**src/rtl/sha256_pkg.sv**
```systemverilog
// Shared constants and types for the SHA-256 compressor datapath.
// The carry-save pair type is also used by the 3:2 compressor tree.
package sha256_pkg;

    localparam int unsigned WORD_W    = 32;
    localparam int unsigned CSA_SPLIT = 16;

    typedef struct packed {
        logic [WORD_W-1:0] sum;
        logic [WORD_W-1:0] carry;
    } csa_pair_t;

endpackage

```
**src/rtl/csa_pipe_stage.sv**
```systemverilog
// Generic valid/ready register slice. It accepts new data whenever it is
// empty or being drained in the same cycle, so back-to-back flow has no bubble.
module csa_pipe_stage #(
    parameter int unsigned DATA_W = 8
) (
    input  logic              clk,
    input  logic              rst_n,
    input  logic              in_valid,
    output logic              in_ready,
    input  logic [DATA_W-1:0] in_data,
    output logic              out_valid,
    input  logic              out_ready,
    output logic [DATA_W-1:0] out_data
);

    logic              valid_q;
    logic [DATA_W-1:0] data_q;

    assign in_ready  = !valid_q || out_ready;
    assign out_valid = valid_q;
    assign out_data  = data_q;

    // Data is kept on drain; only valid_q carries meaning.
    always_ff @(posedge clk or negedge rst_n) begin
        if (!rst_n) begin
            valid_q <= 1'b0;
            data_q  <= '0;
        end else if (in_valid && in_ready) begin
            valid_q <= 1'b1;
            data_q  <= in_data;
        end else if (out_ready) begin
            valid_q <= 1'b0;
        end
    end

endmodule

```
**src/rtl/csa_resolver.sv**
```systemverilog
// Two-stage carry-propagate adder resolving a carry-save pair into one word.
// The carry chain is cut at SPLIT; c_mid carries across the register boundary.
module csa_resolver
    import sha256_pkg::*;
#(
    parameter int unsigned WIDTH = WORD_W,
    parameter int unsigned SPLIT = CSA_SPLIT
) (
    input  logic             clk,
    input  logic             rst_n,
    input  logic             in_valid,
    output logic             in_ready,
    input  logic [WIDTH-1:0] in_sum,
    input  logic [WIDTH-1:0] in_carry,
    output logic             out_valid,
    input  logic             out_ready,
    output logic [WIDTH-1:0] out_word,
    output logic             out_cout
);

    localparam int unsigned HW = WIDTH - SPLIT;

    typedef struct packed {
        logic [SPLIT-1:0] lo;
        logic             c_mid;
        logic [HW-1:0]    hi_s;
        logic [HW-1:0]    hi_c;
    } s1_t;

    localparam int unsigned S1_W = $bits(s1_t);
    localparam int unsigned S2_W = WIDTH + 1;

    logic [SPLIT:0]  lo;
    s1_t             s1_d;
    s1_t             s1_q;
    logic            s1_valid;
    logic            s2_in_ready;
    logic [HW:0]     hi;
    logic [S2_W-1:0] s2_d;
    logic [S2_W-1:0] s2_q;

    always_comb begin
        lo         = {1'b0, in_sum[SPLIT-1:0]} + {1'b0, in_carry[SPLIT-1:0]};
        s1_d.lo    = lo[SPLIT-1:0];
        s1_d.c_mid = lo[SPLIT];
        s1_d.hi_s  = in_sum[WIDTH-1:SPLIT];
        s1_d.hi_c  = in_carry[WIDTH-1:SPLIT];
    end

    csa_pipe_stage #(
        .DATA_W (S1_W)
    ) u_stage1 (
        .clk       (clk),
        .rst_n     (rst_n),
        .in_valid  (in_valid),
        .in_ready  (in_ready),
        .in_data   (s1_d),
        .out_valid (s1_valid),
        .out_ready (s2_in_ready),
        .out_data  (s1_q)
    );

    // Upper half completes here; hi[HW] is the overall carry out.
    always_comb begin
        hi   = {1'b0, s1_q.hi_s} + {1'b0, s1_q.hi_c} + (HW+1)'(s1_q.c_mid);
        s2_d = {hi, s1_q.lo};
    end

    csa_pipe_stage #(
        .DATA_W (S2_W)
    ) u_stage2 (
        .clk       (clk),
        .rst_n     (rst_n),
        .in_valid  (s1_valid),
        .in_ready  (s2_in_ready),
        .in_data   (s2_d),
        .out_valid (out_valid),
        .out_ready (out_ready),
        .out_data  (s2_q)
    );

    assign out_word = s2_q[WIDTH-1:0];
    assign out_cout = s2_q[WIDTH];

endmodule
```
**config.mk**
```make
export PLATFORM = sky130hd
export DESIGN_NAME = csa_resolver
export DESIGN_NICKNAME = d
export VERILOG_FILES = /design/src/rtl/sha256_pkg.sv /design/src/rtl/csa_pipe_stage.sv /design/src/rtl/csa_resolver.sv
export SDC_FILE = /design/constraint.sdc
export NUM_CORES = 1
export LEC_CHECK = 0
export CAP_MARGIN = 20
export CORE_UTILIZATION = 51
export CTS_CLUSTER_DIAMETER = 150
export DETAILED_ROUTE_END_ITERATION = 16
export HOLD_SLACK_MARGIN = 0.12
export PLACE_DENSITY = 0.83
export RECOVER_POWER = 50
export SETUP_SLACK_MARGIN = 0.3
export SYNTH_ARGS = -nofsm -noshare
export SYNTH_HDL_FRONTEND = slang
export SYNTH_SLANG_ARGS = --single-unit
```
**constraint.sdc**
```tcl
create_clock -name clk -period 3.2 [get_ports clk]
set_clock_uncertainty 0.2 [all_clocks]
set_input_delay 0.64 -clock clk [delete_from_list [all_inputs] [get_ports clk]]
set_output_delay 0.64 -clock clk [all_outputs]
set_load 0.05 [all_outputs]
```
==> out/qor.yml <==
outcome:
  violations: "max-capacitance violations, max-slew violations"
  outcome: "finished with violations"
clock_tree:
  cts_max_level: 3
  path_clk_slew_ns: 0.08
  cts-root-buf: "clkbuf_8"
  cts.sinks: 84
  cts_tree: "done"
  cts_made_buffers: 9
  clock_latency_ns: 0.36
  clock_path_buffers: 2
drt:
  postRouteAntennaNets: 0
  routed_wl_microns: 10500
  drtPass1Iterations: 4
  viasPerCell: 5.58
  drt_first_iter_violations: 152
  drc: 0
  wl_per_cell_microns: 15.6
  num_vias: 3747
critical_path:
  crit_required_ns: 3.23
  crit_type: "reg2reg"
  r2r-end: "u_stage2.out_data[32]$_DFFE_PN0P_"
  worstPathArrival_ns: 2.77
  crit_path_max_fanout: 2
  startpoint: "u_stage1.out_data[0]$_DFFE_PN0P_"
  worstReg2RegStart: "u_stage1.out_data[0]$_DFFE_PN0P_"
  end_kind: "register"
  rrSetupSlack_ns: 0.47
  r2r_cells: 8
  startpoint_type: "register"
die:
  core_sq_um: 8760
  io_pins: 103
  die_width_microns: 97.5
  fp.dieH_microns: 97.5
  dieArea_sq_um: 9500
  num_rows: 34
  start_util_pct: 53.0
grt:
  grt_pass1_wl_microns: 17300
  grt_use_total_pct: 22.8
  grt_pass1_vias: 3727
  antenna_found_initial: 1
  grt_max_degree: 85
  gr-total-overflow: 0
sta:
  rsz0062_at_grt: "true"
  post-route-period-util_pct: 85.4
  maxSlewViolCount: 33
  worst_slack_ns: 0.468
  setup_tns_ns: 0
  finalHoldViolCount: 0
  setup-violations-final: 0
  max_freq_ghz: 0.366
  worst_pin_slew_ns: 1.89
  max-slew-margin-rel_pct: -26.0
  fin_crit_ns: 2.73
pwr:
  p_seq_share_pct: 35.2
  p_leak_nw: 2.65
  p_sw_share_pct: 41.5
  power_frac_clock_pct: 18.2
  p_sw_w: 0.00176
  p_int_w: 0.00248
  p_per_area_nw_per_um2: 704
  ir_drop_mv: 0.284
  power.share.combinational_pct: 46.6
placed_design:
  gp_congestion: 0.870
  detailedPlace.worstSlack_ns: 0.0690
  hpwlAfterDp_microns: 7880
  placed_cell_area_sq_um: 5770
  port_buffers: 102
min_path:
  hold_path.class: "reg2reg"
  worstHoldPathCells: 2
  hold_end: "u_stage2.out_data[2]$_DFFE_PN0P_"
  hp-start: "u_stage1.out_data[35]$_DFFE_PN0P_"
cells_and_area:
  design_area_sq_um: 6010
  syn_to_final_growth_pct: 29.4
  final_util_pct: 68.6
  layout.nets: 660
  drive_gt1_share_pct: 13.5
synth:
  ys_warn_count: 0
  syn_inst: 455
  synth_edf_count: 0
  ys_ff_latch: 84
  synth_nets: 557
  synthArstFlopShare_pct: 100
  synth_cell_types: 56
  ys_seq_area_share_pct: 45.2
  syn_area_sq_um: 4650
  synth_flop_cell: "dfrtp_1"
  synth_area_per_cell_sq_um: 10.2
flow_run:
  cap_viol_max_count: 1
[what timing repair did]
action,CTS,global route
setup endpoints to repair,0,3
gates resized for setup,0,2
setup buffers,0,0
hold endpoints to repair,0,32
hold buffers,0,1
[layout by cell type, fill, tap and decap left out, types with 10 or more instances in the layout]
| master | n |
|---|---|
| a21o_1 | 10 |
| a21oi_1 | 21 |
| clkbuf_8 | 10 |
| clkdlybuf4s50_1 | 99 |
| dfrtp_1 | 84 |
| ha_1 | 31 |
| mux2_2 | 36 |
| nand2_1 | 94 |
| nand3_1 | 11 |
| o21ai_0 | 22 |
| o21ai_1 | 14 |
| xnor2_1 | 15 |
[power groups by stage]
| stage | Combinational, W | Sequential [W] | Clock (W) |
|---|---|---|---|
| 2_1_floorplan | 0.000801 | 0.00202 | 0 |
| 3_3_place_gp | 0.00192 | 0.00150 | 0 |
| 3_5_place_dp | 0.00196 | 0.00151 | 0 |
| 4_1_cts | 0.00197 | 0.00149 | 0.000780 |
| 5_1_grt | 0.00211 | 0.00152 | 0.000825 |
| 6_report | 0.00197 | 0.00149 | 0.000771 |
[layout make-up]
class,count,area (sq um)
multi-input combinational,348,2450
inverter,5,18.8
antenna,1,2.50
sequential,84,2100
timing repair buffer,110,1100
clock buffer,11,141
fill,669,2750
tap,108,135
clock inverter,5,60.1
[synth_stat cells (3+ instances only)]
| library cell | instances | share of area (%) |
|---|---|---|
| a21oi_2 | 4 | 0.75 |
| and3_1 | 4 | 0.54 |
| a21oi_1 | 22 | 2.4 |
| nand2_1 | 95 | 7.7 |
| buf_2 | 10 | 1.1 |
| buf_1 | 3 | 0.24 |
| nor2_1 | 9 | 0.73 |
| dfrtp_1 | 84 | 45 |
| nand2b_1 | 6 | 0.81 |
| fa_1 | 3 | 1.3 |
| nand4_1 | 4 | 0.54 |
| mux2_2 | 36 | 8.7 |
| a31oi_1 | 5 | 0.67 |
| ha_1 | 31 | 8.3 |
| inv_1 | 4 | 0.32 |
| xor2_1 | 9 | 1.7 |
| clkbuf_1 | 4 | 0.32 |
| nand3_1 | 11 | 1.2 |
| o21bai_1 | 4 | 0.65 |
| a21o_1 | 10 | 1.6 |
| xnor2_1 | 15 | 2.8 |
| o21ai_0 | 22 | 2.4 |
| o21ai_1 | 14 | 1.5 |
| and2_1 | 3 | 0.40 |
| nor3_1 | 4 | 0.43 |
[worst max-delay path by stage]
stage	to	slack, ns
after global routing	u_stage1.out_data[28]$_DFFE_PN0P_	0.18
after global placement	u_stage1.out_data[45]$_DFFE_PN0P_	0.14
after CTS	u_stage1.out_data[45]$_DFFE_PN0P_	0.42
after floorplan	u_stage1.out_data[45]$_DFFE_PN0P_	0.70
final	u_stage2.out_data[32]$_DFFE_PN0P_	0.47
after detailed placement	u_stage1.out_data[45]$_DFFE_PN0P_	0.07
[logic make-up (layout without fill, tap and decap cells)]
group / Yosys count / in the layout / share of synthesized area (%)
simple gates: 144 / 144 / 13.6
compound gates: 109 / 109 / 15.8
flops: 84 / 84 / 45.2
mux: 37 / 37 / 8.94
fa+ha+maj: 34 / 34 / 9.64
xor+xnor: 24 / 24 / 4.52
buf+inv: 23 / 131 / 2.29
other cells: 0 / 1 / 0
[flip-flops by register name (all words and copies together) (netlist names)]
register / flops
u_stage2.out_valid: 1
u_stage1.out_data: 49
u_stage1.out_valid: 1
u_stage2.out_data: 33
[through the flow]
stage                     hold WS [ns]  instances  total power [W]
final                            0.280        672          0.00423
after global routing             0.298        672          0.00445
after CTS                        0.281        669          0.00424
after detailed placement         0.262        653          0.00347
after global placement           0.250        653          0.00341
after floorplan                  0.144        455          0.00282
[worst max-delay path, stage by stage (launching register included)]
cell and delay (ns):
dfrtp_1 0.41, fa_1 0.49, fa_1 0.42, a21oi_1 0.25, o21ai_1 0.14, a31oi_1 0.22, nand2_1 0.12, a221oi_1 0.29
o21ai_1 0.08
[layer usage]
layer | share of wire, % | vias to the layer above | global-route usage (%)
met5 | 0 | - | 0
li1 | - | 1819 | -
met4 | 1.5 | 0 | 8.37
met2 | 51 | 88 | 39.2
met1 | 44 | 1828 | 29.5
met3 | 3.5 | 12 | 3.09
No activity file was read; power rests on OpenSTA's default activity.
